[src/rtl/hps_cmd_ingest.sv]
// hps_cmd_ingest: Avalon-MM byte-write slave assembling render commands (to FIFO) and pixels (to image memory).
// Optional feature: define STATUS_READBACK_EN for hps_read/hps_readdata status register at address 15.
module hps_cmd_ingest #(
   parameter int unsigned CMD_BYTES = 6,
   parameter int unsigned PIX_BYTES = 3,
   parameter int unsigned MEM_AW    = 20,
   parameter int unsigned MEM_DEPTH = 2**MEM_AW,
   parameter logic [7:0]  OP_CLEAR  = 8'hFE
) (
   input  logic                   clk50,
   input  logic                   reset_n,
   input  logic [3:0]             hps_address,
   input  logic [7:0]             hps_writedata,
   input  logic                   hps_write,
   input  logic                   hps_chipselect,
`ifdef STATUS_READBACK_EN
   input  logic                   hps_read,
   output logic [7:0]             hps_readdata,
`endif
   output logic                   hps_waitrequest,
   input  logic                   q_full,
   output logic                   q_we,
   output logic [8*CMD_BYTES-1:0] q_din,
   output logic                   q_clear,
   output logic                   mem_we,
   output logic [MEM_AW-1:0]      mem_waddr,
   output logic [8*PIX_BYTES-1:0] mem_din
);

   typedef enum logic [1:0] {
      ST_IDLE,
      ST_PUSH_WAIT,
      ST_CLEAR
   } state_e;

   localparam logic [3:0] A_CMD_END  = 4'(CMD_BYTES);
   localparam logic [3:0] A_CMD_LAST = 4'(CMD_BYTES - 1);
   localparam logic [3:0] A_PIX_BASE = 4'd8;
   localparam logic [3:0] A_PIX_END  = 4'(8 + PIX_BYTES);
   localparam logic [3:0] A_PIX_LAST = 4'(8 + PIX_BYTES - 1);
   localparam logic [3:0] A_WADDR_HI = 4'd12;
   localparam logic [3:0] A_WADDR_LO = 4'd14;
   localparam logic [3:0] A_CTRL     = 4'd15;
   localparam logic [MEM_AW-1:0] WADDR_LAST = MEM_AW'(MEM_DEPTH - 1);

   state_e state_q, state_d;

   logic [7:0]             cmd_q [CMD_BYTES];
   logic [7:0]             cmd_d [CMD_BYTES];
   logic [7:0]             pix_q [PIX_BYTES];
   logic [7:0]             pix_d [PIX_BYTES];
   logic [MEM_AW-1:0]      waddr_q, waddr_d;
   logic                   q_we_q, q_we_d;
   logic [8*CMD_BYTES-1:0] q_din_q, q_din_d;
   logic                   mem_we_q, mem_we_d;
   logic [MEM_AW-1:0]      mem_waddr_q, mem_waddr_d;
   logic [8*PIX_BYTES-1:0] mem_din_q, mem_din_d;
   logic [8*CMD_BYTES-1:0] cmd_word;
   logic [8*PIX_BYTES-1:0] pix_word;

   logic access, cmd_hit, cmd_commit, pix_hit, pix_commit, addr_hit, clear_hit, push;
   int unsigned waddr_byte;

   always_comb begin
      access     = hps_write & hps_chipselect & ~hps_waitrequest;
      cmd_hit    = access && (hps_address < A_CMD_END);
      cmd_commit = access && (hps_address == A_CMD_LAST);
      pix_hit    = access && (hps_address >= A_PIX_BASE) && (hps_address < A_PIX_END);
      pix_commit = access && (hps_address == A_PIX_LAST);
      addr_hit   = access && (hps_address >= A_WADDR_HI) && (hps_address <= A_WADDR_LO);
      clear_hit  = access && (hps_address == A_CTRL) && (hps_writedata == OP_CLEAR);
      push       = ~q_full & (cmd_commit | (state_q == ST_PUSH_WAIT));
      waddr_byte = 32'(A_WADDR_LO - hps_address);
   end

   always_ff @(posedge clk50 or negedge reset_n) begin
      if (!reset_n) state_q <= ST_IDLE;
      else          state_q <= state_d;
   end

   always_comb begin
      state_d = state_q;
      case (state_q)
         ST_IDLE: begin
            if (cmd_commit && q_full) state_d = ST_PUSH_WAIT;
            else if (clear_hit)       state_d = ST_CLEAR;
         end
         ST_PUSH_WAIT: if (!q_full) state_d = ST_IDLE;
         ST_CLEAR:     state_d = ST_IDLE;
         default:      state_d = ST_IDLE;
      endcase
   end

   always_comb begin
      hps_waitrequest = (state_q != ST_IDLE);
      q_clear         = (state_q == ST_CLEAR);
   end

   always_comb begin
      cmd_d       = cmd_q;
      pix_d       = pix_q;
      waddr_d     = waddr_q;
      q_we_d      = 1'b0;
      q_din_d     = q_din_q;
      mem_we_d    = 1'b0;
      mem_waddr_d = mem_waddr_q;
      mem_din_d   = mem_din_q;

      for (int unsigned i = 0; i < CMD_BYTES; i++)
         if (cmd_hit && (hps_address == 4'(i))) cmd_d[i] = hps_writedata;
      for (int unsigned i = 0; i < PIX_BYTES; i++)
         if (pix_hit && (hps_address == 4'(8 + i))) pix_d[i] = hps_writedata;

      // Word is built from the next-state staging so the committing byte is included.
      cmd_word = '0;
      for (int unsigned i = 0; i < CMD_BYTES; i++)
         cmd_word[8*(CMD_BYTES-1-i) +: 8] = cmd_d[i];
      pix_word = '0;
      for (int unsigned i = 0; i < PIX_BYTES; i++)
         pix_word[8*(PIX_BYTES-1-i) +: 8] = pix_d[i];

      if (push) begin
         q_we_d  = 1'b1;
         q_din_d = cmd_word;
      end

      if (clear_hit)
         for (int unsigned i = 0; i < CMD_BYTES; i++) cmd_d[i] = '0;

      if (pix_commit) begin
         mem_we_d    = 1'b1;
         mem_waddr_d = waddr_q;
         mem_din_d   = pix_word;
         waddr_d     = (waddr_q == WADDR_LAST) ? '0 : waddr_q + MEM_AW'(1);
      end

      if (addr_hit)
         for (int unsigned b = 0; b < MEM_AW; b++)
            if ((b / 8) == waddr_byte) waddr_d[b] = hps_writedata[b % 8];
   end

   always_ff @(posedge clk50 or negedge reset_n) begin
      if (!reset_n) begin
         for (int unsigned i = 0; i < CMD_BYTES; i++) cmd_q[i] <= '0;
         for (int unsigned i = 0; i < PIX_BYTES; i++) pix_q[i] <= '0;
         waddr_q     <= '0;
         q_we_q      <= 1'b0;
         q_din_q     <= '0;
         mem_we_q    <= 1'b0;
         mem_waddr_q <= '0;
         mem_din_q   <= '0;
      end else begin
         cmd_q       <= cmd_d;
         pix_q       <= pix_d;
         waddr_q     <= waddr_d;
         q_we_q      <= q_we_d;
         q_din_q     <= q_din_d;
         mem_we_q    <= mem_we_d;
         mem_waddr_q <= mem_waddr_d;
         mem_din_q   <= mem_din_d;
      end
   end

   assign q_we      = q_we_q;
   assign q_din     = q_din_q;
   assign mem_we    = mem_we_q;
   assign mem_waddr = mem_waddr_q;
   assign mem_din   = mem_din_q;

`ifdef STATUS_READBACK_EN
   logic [4:0] push_count_q, push_count_d;
   logic [7:0] readdata_q, readdata_d;

   always_comb begin
      push_count_d = push_count_q;
      if (clear_hit)  push_count_d = '0;
      else if (push)  push_count_d = push_count_q + 5'd1;
      readdata_d = '0;
      if (hps_read && hps_chipselect && (hps_address == A_CTRL))
         readdata_d = {push_count_q, state_q == ST_CLEAR, q_full, state_q == ST_PUSH_WAIT};
   end

   always_ff @(posedge clk50 or negedge reset_n) begin
      if (!reset_n) begin
         push_count_q <= '0;
         readdata_q   <= '0;
      end else begin
         push_count_q <= push_count_d;
         readdata_q   <= readdata_d;
      end
   end

   assign hps_readdata = readdata_q;
`endif

endmodule

[config.mk]
export PLATFORM = sky130hd
export DESIGN_NAME = hps_cmd_ingest
export DESIGN_NICKNAME = d
export VERILOG_FILES = /design/src/rtl/hps_cmd_ingest.sv
export SDC_FILE = /design/constraint.sdc
export NUM_CORES = 1
export LEC_CHECK = 0
export CAP_MARGIN = 20
export CORE_AREA = 2 2 101 152
export CTS_BUF_LIST = sky130_fd_sc_hd__clkbuf_16
export DETAILED_ROUTE_END_ITERATION = 10
export DIE_AREA = 0 0 103 154
export PLACE_DENSITY = 0.75
export SYNTH_ARGS = -nofsm -noshare
export SYNTH_HDL_FRONTEND = slang
export SYNTH_SLANG_ARGS = --single-unit
[constraint.sdc]
create_clock -name clk50 -period 2.4 [get_ports clk50]
set_input_delay 0.48 -clock clk50 [delete_from_list [all_inputs] [get_ports clk50]]
set_output_delay 0.48 -clock clk50 [all_outputs]
set_load 0.1 [all_outputs]
==> summary.md, run 1 <==
The tools report the starting utilization of the core area as 50.3%. VDD sags by at most 0.947 mV. The logs give 0 for the number of antenna violations at the first check in global routing and 6.34 mW for the internal power. The die is 103 um wide. The tools report the final count of hold timing violations as 3. Of the synthesized area, sequential elements account for 61.9%. The floorplan step defined a die boundary enclosing 0.0159 mm^2. Static timing analysis puts the maximum clock frequency at 0.478 GHz. Relative area change from synthesis to final layout: 27.5%.

The number of H-tree branching levels came out at 4. The sequential group share of total power was 35.4%; the number of buffers inserted by hold repair at cts was 0. The checks that failed: negative hold slack. The count of cells in the finished layout, fillers not included, comes to 1064. In this run, the combinational gates consume 38.4% of the power. Biggest cell delay along the critical path: 0.51 ns.

After synthesis, the netlist uses 47 different library cells. After technology mapping, the gate count stands at 726. Per report_power, the clock group accounts for 26.3% of the total. The multi-input combinational cells in the finished layout cover a total of 0.00255 mm^2. The root buffer cell chosen for the clock tree is sky130_fd_sc_hd__clkbuf_16. The critical path arrival came out at 2.41 ns.

Fraction of post-synthesis cell area in the top cell type by area: 61.9%. The first global-routing pass estimated 28.2 mm of wire. The first detailed-routing pass ran for 4 iterations. Summing all flip-flop and latch instances after layout gives 0.00450 mm^2. Summing all placed instances gives a cell area of 0.00863 mm^2. The net switching power was 5.17 mW; the total number of clock tree sinks was 180. Area of the core region: 0.0145 mm^2. By area the synthesized netlist is led by sky130_fd_sc_hd__dfrtp_1 62%, sky130_fd_sc_hd__nand2_1 7.9%, sky130_fd_sc_hd__nor2_1 6.0%. By startpoint and endpoint, the worst setup path is classified as input port to flip-flop. Counting flops with an async set or reset pin after synthesis yields a share of 100%. The clock slew at the register clock pins of the worst setup and hold paths is 0.07 ns.

The setup skew after layout is 0.0109 ns. For the number of violations reported at the end of detailed-routing iteration 0, the log shows 282. Global placer's final weighted congestion: 0.830. The run finished, with violations left. The post-synthesis net count is 744, and the number of gates resized after cts is 0. The count of final max-slew check failures was 0; the worst max-slew margin expressed relative to the limit was 63.7%. The mapped cell area was 0.00728 mm^2; the remaining design rule violation count was 0. TritonCTS built the clock tree.

The post-route worst hold slack came out at -0.00380 ns. The routed length per placed instance was 16.4 um. Mean post-synth cell area: 10.0 um^2. STA classifies the critical path endpoint as a flip-flop. The filler cells instantiated in the layout total 1214. The top fanout value on the critical path was 8; the final critical delay including setup and external delays was 2.09 ns. Number of port buffers: 112.

The run gives 54 as the number of rows in the core area. The logs give 0.00928 mm^2 for the post-route cell area and 1032 for the number of cells in the design after placement. In this run the vertical extent of the chip is 154 um.

Number of post-CTS setup repair buffers: 0. By count the netlist is led by 180 x sky130_fd_sc_hd__dfrtp_1, 153 x sky130_fd_sc_hd__nand2_1, 117 x sky130_fd_sc_hd__nor2_1. Path category of the worst min-delay check: input port to async pin.

The buffer levels on the longest clock path came out at 2. In the final layout, the share of cells above drive strength 1 is 21.7%. The logs give 17.5 mm for the total wirelength of the detailed-routed design and 2.72 ns for the required time of the critical path. The number of nets in the layout is 873, and the global-route usage over all layers is 23.2%. Via count of the first global-routing pass: 5604. By instance count, the leading cell after synthesis is sky130_fd_sc_hd__dfrtp_1. The largest net degree at the start of global routing is 56. For this run, the leading register cell type out of synthesis is sky130_fd_sc_hd__dfrtp_1.

Share of total power consumed by net switching: 44.9%. Setup repair after global routing left no endpoint under its margin. The tools report the I/O pin count as 113. The synthesized design spends more area on one cell type than any other, namely sky130_fd_sc_hd__dfrtp_1. Walking the worst path, the cells encountered are clkdlybuf4s50_1, nor3b_4, buf_4, nand4_2, nor4_2, xnor2_1, o31ai_1. Dividing the final minimum period by the clock period gives 87.1%.

The total power per unit cell area is 1240 mW/mm^2, and the total congestion overflow is 0. The worst setup path is launched from an input port. The HPWL after detailed placement was 12.0 mm; the number of enable-type register cells in the synthesized netlist was 0.

The slowest stage of the critical path belongs to the cell sky130_fd_sc_hd__clkdlybuf4s50_1. Clock latency on the worst-skew pair, taken at its later pin, is 0.43 ns. The run gives 0 as the setup-violating endpoint count in the final report. The leakage dissipation came out at 4.62 nW. The number of warnings reported in the yosys synthesis log was 0. The tool flagged a number of max-cap violations equal to 0. The mean number of vias per cell came out at 5.27. The total clock buffers created by CTS came out at 17. The remaining antenna violation count was 0; the number of storage elements in the synthesis netlist was 180. The detailed router placed 5609 vias in this run.

At the pin with the least slew margin, the transition time is 0.544 ns. The antenna diode instance count is 0.
power groups by stage:
stage | clock network (mW) | logic, mW | registers (mW)
floorplan | 0 | 0.675 | 6.79
global placement | 0 | 4.36 | 4.09
detailed placement | 0 | 4.43 | 4.12
CTS | 3.07 | 4.44 | 4.07
global route | 3.21 | 4.59 | 4.14
finish | 3.02 | 4.41 | 4.07
cells in the final DEF, fill, tap and decap left out, types with 2 or more instances in the layout:
cell,instances
sky130_fd_sc_hd__a21oi_1,66
sky130_fd_sc_hd__a22oi_1,2
sky130_fd_sc_hd__and3_1,3
sky130_fd_sc_hd__and3b_1,2
sky130_fd_sc_hd__and4_1,2
sky130_fd_sc_hd__buf_12,8
sky130_fd_sc_hd__buf_4,127
sky130_fd_sc_hd__bufinv_16,4
sky130_fd_sc_hd__clkbuf_16,17
sky130_fd_sc_hd__clkdlybuf4s50_1,15
sky130_fd_sc_hd__clkinvlp_4,4
sky130_fd_sc_hd__dfrtp_1,180
sky130_fd_sc_hd__inv_1,14
sky130_fd_sc_hd__inv_8,4
sky130_fd_sc_hd__mux2i_1,32
sky130_fd_sc_hd__nand2_1,153
sky130_fd_sc_hd__nand3_1,5
sky130_fd_sc_hd__nand4_1,6
sky130_fd_sc_hd__nand4_2,3
sky130_fd_sc_hd__nor2_1,117
sky130_fd_sc_hd__nor2b_1,3
sky130_fd_sc_hd__nor3_1,8
sky130_fd_sc_hd__nor3b_2,2
sky130_fd_sc_hd__nor4_1,2
sky130_fd_sc_hd__nor4_2,3
sky130_fd_sc_hd__o21ai_0,29
sky130_fd_sc_hd__o21ai_1,12
sky130_fd_sc_hd__o31ai_1,3
sky130_fd_sc_hd__or2_2,3
sky130_fd_sc_hd__xnor2_1,15
logic make-up (layout without fill, tap and decap cells):
group | after synthesis | after routing | share of synthesized area (%)
AND/OR/NAND/NOR | 324 | 324 | 19.8
flip-flops | 180 | 180 | 61.9
AO/OA/AOI/OAI | 117 | 117 | 8.44
buffers and inverters | 55 | 197 | 3.18
multiplexers | 33 | 33 | 4.56
XOR/XNOR | 16 | 16 | 1.93
adder cells (fa/ha/maj) | 1 | 1 | 0.172
final timing paths:
path                                           start                       to  slack [ns]  cells after the start
worst max-delay path                       hps_write    waddr_q[17]$_DFF_PN0_        0.31                      7
worst min-delay path                         reset_n     q_din[1]$_DFFE_PN0P_      -0.004                      1
worst max register to register  waddr_q[4]$_DFF_PN0_     waddr_q[1]$_DFF_PN0_        0.39                      5
worst min register to register   pix_q[20]$_DFF_PN0_  mem_din[20]$_DFFE_PN0N_        0.48                      2
max in group asynchronous                    reset_n    q_din[18]$_DFFE_PN0P_        1.73                      2
min in group clk50               pix_q[20]$_DFF_PN0_  mem_din[20]$_DFFE_PN0N_        0.48                      2
layer usage:
metal	GRT usage (%)	part of all wire (%)	up-vias
li1	-	-	2642
met1	29.2	40	2747
met4	9.21	2.2	0
met3	4.50	5.0	31
met5	0	0	-
met2	39.0	53	189
stage by stage:
step	util (%)	total power, mW	hold WS (ns)	TNS [ns]	setup WS [ns]
after floorplan	-	7.46	0.184	0	0.145
after global placement	59.7	8.46	0.454	0	0.0140
after detailed placement	59.7	8.54	0.461	-0.550	-0.0244
after CTS	64.2	11.6	0.0218	0	0.374
after global routing	64.2	11.9	0.0363	0	0.158
final	64.2	11.5	-0.00380	0	0.309
worst max-delay path, delay by kind of cell:
kind	cells	cell delay (ns)
buffers and inverters	2	0.68
AOI/OAI and AO/OA	1	0.29
and+or+nand+nor	3	0.81
xor gates and xnor gates	1	0.14
flip-flops by register name, summed over array words and instances (netlist names), 2 cells and up:
register,flops
cmd_q,48
q_din,48
mem_din,24
mem_waddr,20
waddr_q,20
pix_q,16
state_q,2
cell type report:
class / instances / area share (%)
well taps: 196 / 2.64
clock inverters: 15 / 2.41
multi-input cells: 491 / 27.5
inverters: 14 / 0.566
clock buffers: 17 / 4.58
repair buffers: 151 / 13.7
flip-flops and latches: 180 / 48.5
Power figures use the tool's default switching activity.
==> run 2, diff against run 1 <==
- ABC_CLOCK_PERIOD_IN_PS: default -> 2400
- SLEW_MARGIN: default -> 25
==> results of run 2 <==
No change in the layout: final DEF, timing and power equal those of run 1.
==> run 3, diff against run 2 <==
- ABC_AREA: default -> 1
- CORE_AREA: 2 2 101 152 -> 2 2 102 153
- DIE_AREA: 0 0 103 154 -> 0 0 104 155
- PLACE_DENSITY: 0.75 -> default
- PLACE_DENSITY_LB_ADDON: default -> 0.2
==> run 3 against run 2 <==
Against the previous run: the run now ends clean; maximum frequency grew 8.0%; critical path depth shrank 1; via count grew 8.3%; core utilization shrank 1.5 points; synthesized cell count grew 18%; critical path type is now flip-flop to flip-flop; largest power group unchanged.
==> summary.md, run 3 <==
The run gives 0 (unchanged) as the antenna diode instance count. The transition time at the pin with the least slew margin works out to 0.602 ns (was 0.544 ns). The setup-violating endpoint count in the final report was 0 (unchanged); the mean number of vias per cell was 5.09 (was 5.27).

The depth of the worst register-to-register path was 6 (was 5). The global-route usage over all layers came out at 24.1% (was 23.2%). The tools report the leakage dissipation as 4.76 nW (was 4.62 nW). The run gives 13.0 mm (was 12.0 mm) as the HPWL after detailed placement.

For the part of the total power dissipated in combinational logic, the log shows 39.5% (was 38.4%). The total congestion overflow came out at 0 (unchanged). For the count of final max-slew check failures, the log shows 0 (unchanged). The number of cells in the design after placement was 1163 (was 1032); the period utilization was 80.7% (was 87.1%). The logs give 5996 (was 5604) for the via count of the first global-routing pass and 5 (was 4) for the detailed-routing iteration count for the pre-antenna-repair pass. The internal power came out at 6.22 mW (was 6.34 mW).

The synthesized-area fraction occupied by and/or/nand/nor cells came out at 23.4% (was 19.8%). Number of storage elements in the synthesis netlist: 180 (unchanged). Final critical delay including setup and external delays: 1.94 ns (was 2.09 ns).

Remaining design rule violation count: 0 (unchanged). Category of the worst setup path capture point: a flip-flop (unchanged). The total number of clock tree sinks was 180 (unchanged); the top fanout value on the critical path was 16 (was 8). The slowest stage cell on the critical path is sky130_fd_sc_hd__dfrtp_1 (was sky130_fd_sc_hd__clkdlybuf4s50_1). The routed length per placed instance came out at 15.7 um (was 16.4 um). The synthesized instance count was 855 (was 726); the post-synthesis net count was 873 (was 744). The tools report the largest voltage drop on the vdd net as 0.941 mV (was 0.947 mV). The path category of the worst min-delay check was input port to async pin (unchanged).

Buffer levels on the longest clock path: 2 (unchanged). The number of port buffers works out to 112 (unchanged). Non-filler instance count after layout: 1194 (was 1064). The combinational family with the most area after synthesis is simple AND/OR/NAND/NOR gates (unchanged). Ordered list of cells on the worst path: nor2_1, nand3_2, nor2_1, nand2_1, a21oi_1, a21oi_1 (was clkdlybuf4s50_1, nor3b_4, buf_4, nand4_2, nor4_2, xnor2_1, o31ai_1). The fraction of post-synthesis cell area in the top cell type by area is 60.8% (was 61.9%), and the relative area change from synthesis to final layout is 25.7% (was 27.5%). The logs give 49.9% (was 50.3%) for the starting utilization of the core area and 55 (was 54) for the number of rows in the core area. The logs give 35.7% (was 35.4%) for the sequential group share of total power and 113 (unchanged) for the I/O pin count. The root buffer selected by CTS was sky130_fd_sc_hd__clkbuf_16 (unchanged).

Post-route worst hold slack: 0.0458 ns (was -0.00380 ns). The setup skew after layout is 0.00888 ns (was 0.0109 ns), and the buffer and inverter count on the worst path is 0 (was 2). The post-synthesis cell type count was 30 (was 47). Most common cell after layout, fill and taps aside: sky130_fd_sc_hd__nand2_1 (was sky130_fd_sc_hd__dfrtp_1). The net switching power is 5.19 mW (was 5.17 mW), and the compound-cell area share of the yosys netlist is 10.5% (was 8.44%).

The global placer's final weighted congestion was 0.947 (was 0.830). The area occupied by registers was 0.00450 mm^2 (unchanged). The critical path depth was 6 (was 7). The arithmetic-cell share of the synthesized area counting full adders, half adders and majority gates is 0.169% (was 0.172%), and the total power per unit cell area is 1220 mW/mm^2 (was 1240 mW/mm^2). Most common library cells after synthesis: 210 x sky130_fd_sc_hd__nand2_1, 180 x sky130_fd_sc_hd__dfrtp_1, 176 x sky130_fd_sc_hd__nor2_1 (was 180 x sky130_fd_sc_hd__dfrtp_1, 153 x sky130_fd_sc_hd__nand2_1, 117 x sky130_fd_sc_hd__nor2_1). For the area of the core region, the log shows 0.0149 mm^2 (was 0.0145 mm^2).

For the part of the Yosys area used for sequential elements, the log shows 60.8% (was 61.9%). The final count of hold timing violations is 0 (was 3). For the total clock buffers created by CTS, the log shows 17 (unchanged). The tools report the number of nets in the layout as 1001 (was 873). TritonCTS built the clock tree. Setup repair after global routing left no endpoint under its margin. The number of antenna violations at the first check in global routing came out at 0 (unchanged). The number of enable-type register cells in the synthesized netlist was 0 (unchanged).

The tools report the critical path arrival as 2.23 ns (was 2.41 ns). The biggest cell delay along the critical path works out to 0.42 ns (was 0.51 ns). For the total wirelength of the detailed-routed design, the log shows 18.7 mm (was 17.5 mm).

The mapped cell area was 0.00741 mm^2 (was 0.00728 mm^2). The worst max-slew margin expressed relative to the limit came out at 59.9% (was 63.7%). The number of max-cap violations was 0 (unchanged). For the required time of the critical path, the log shows 2.70 ns (was 2.72 ns). The multiplexer share of the synthesized area was 0% (was 4.56%). The area used by multi-input combinational logic was 0.00255 mm^2 (about the same). The remaining antenna violation count was 0 (unchanged); the latest clock arrival within the worst-skew pair was 0.42 ns (was 0.43 ns).

The run gives 264 (was 282) as the number of violations reported at the end of detailed-routing iteration 0. For the clock network fraction of total power, the log shows 24.8% (was 26.3%). The flow ran to the end, and the final reports show no timing, DRC or antenna violations. The fraction of layout cells with a size suffix above 1 is 17.3% (was 21.7%), and the number of vias in the routed layout is 6073 (was 5609). The run gives 0 (unchanged) as the number of buffers inserted by hold repair at cts. The category of the worst setup path launch point is a flip-flop (was an input port). The die span in y works out to 155 um (was 154 um).

Highest-count cells in the layout ignoring fill and taps: 209 x sky130_fd_sc_hd__nand2_1, 180 x sky130_fd_sc_hd__dfrtp_1, 175 x sky130_fd_sc_hd__nor2_1 (was 180 x sky130_fd_sc_hd__dfrtp_1, 153 x sky130_fd_sc_hd__nand2_1, 127 x sky130_fd_sc_hd__buf_4). The largest net degree at the start of global routing is 62 (was 56). The share of flip-flops with an asynchronous set or reset was 100% (unchanged). The cell type contributing the most total cell area after synthesis is sky130_fd_sc_hd__dfrtp_1 (unchanged). The leading cell type by number of instances after synthesis was sky130_fd_sc_hd__nand2_1 (was sky130_fd_sc_hd__dfrtp_1).

The mean post-synth cell area is 8.67 um^2 (was 10.0 um^2). Top post-synthesis cells by area: sky130_fd_sc_hd__dfrtp_1 61%, sky130_fd_sc_hd__nand2_1 11%, sky130_fd_sc_hd__nor2_1 8.9% (was sky130_fd_sc_hd__dfrtp_1 62%, sky130_fd_sc_hd__nand2_1 7.9%, sky130_fd_sc_hd__nor2_1 6.0%). The maximum operating frequency was 0.517 GHz (was 0.478 GHz). The family with the most delay on the worst path was simple AND/OR/NAND/NOR gates (unchanged). The tools report the number of post-CTS setup repair buffers as 0 (unchanged). The number of warnings reported in the yosys synthesis log was 0 (unchanged).

The kind of critical path was flip-flop to flip-flop (was input port to flip-flop). The share of total power consumed by net switching came out at 45.5% (was 44.9%). The die footprint was 0.0161 mm^2 (was 0.0159 mm^2).

The clock slew at the register clock pins of the worst setup and hold paths came out at 0.07 ns (about the same). The total of fill cells in the finished design is 1340 (was 1214), and the xor/xnor cell area share of the yosys netlist is 0.118% (was 1.93%). The main flop type after synthesis is sky130_fd_sc_hd__dfrtp_1 (unchanged). Total negative setup slack: 0 ns (unchanged).

The horizontal die dimension was 104 um (was 103 um). The tools report the number of H-tree branching levels as 4 (unchanged). The wire length of the first global-routing pass is 30.4 mm (was 28.2 mm), and the number of gates resized after cts is 0 (unchanged).
==> run 3: power by group through the flow <==
stage                     registers, mW  clock network (mW)  logic, mW
after floorplan                    6.79                   0      0.759
after global placement             4.10                   0       4.48
after detailed placement           4.11                   0       4.53
after CTS                          4.07                2.88       4.53
after global routing               4.14                3.00       4.73
final                              4.07                2.83       4.51
==> run 3: cell families after synthesis <==
kind of cell,Yosys count
buffers and inverters,87
and+or+nand+nor,435
AOI/OAI and AO/OA,151
xor gates and xnor gates,1
DFF,180
adders and majority gates,1
==> run 3: area by class of cell <==
type,count,share of cell area (%)
Multi-Input combinational cell,588,27.4
Clock inverter,14,1.84
Sequential cell,180,48.4
Clock buffer,17,4.57
Tap cell,199,2.67
Inverter,50,2.02
Timing Repair Buffer,146,13.2
==> run 3: final timing paths <==
check | start | to | slack [ns]
max | state_q[0]$_DFFE_PN0P_ | q_din[15]$_DFFE_PN0P_ | 0.46
min | reset_n | mem_waddr[9]$_DFFE_PN0N_ | 0.05
max reg2reg | state_q[0]$_DFFE_PN0P_ | q_din[15]$_DFFE_PN0P_ | 0.46
min reg2reg | mem_waddr[8]$_DFFE_PN0N_ | mem_waddr[8]$_DFFE_PN0N_ | 0.48
max in group asynchronous | reset_n | waddr_q[19]$_DFF_PN0_ | 1.73
min in group clk50 | mem_waddr[8]$_DFFE_PN0N_ | mem_waddr[8]$_DFFE_PN0N_ | 0.48
==> run 3: routing by layer <==
metal	GRT usage, %	vias to the layer above	part of all wire (%)
met5	0	-	0
met4	9.46	0	2.4
met3	4.32	29	4.4
met2	41.4	168	52
met1	30.4	2898	41
li1	-	2978	-
==> run 3: metrics by stage <==
step	utilization, %	power, mW	area (um^2)	worst slack [ns]
after floorplan	-	7.54	7410	0.196
after CTS	62.7	11.5	9310	0.462
after detailed placement	58.6	8.64	8720	0.115
after global routing	62.7	11.9	9310	0.304
final	62.7	11.4	9310	0.464
after global placement	58.6	8.58	8720	0.133
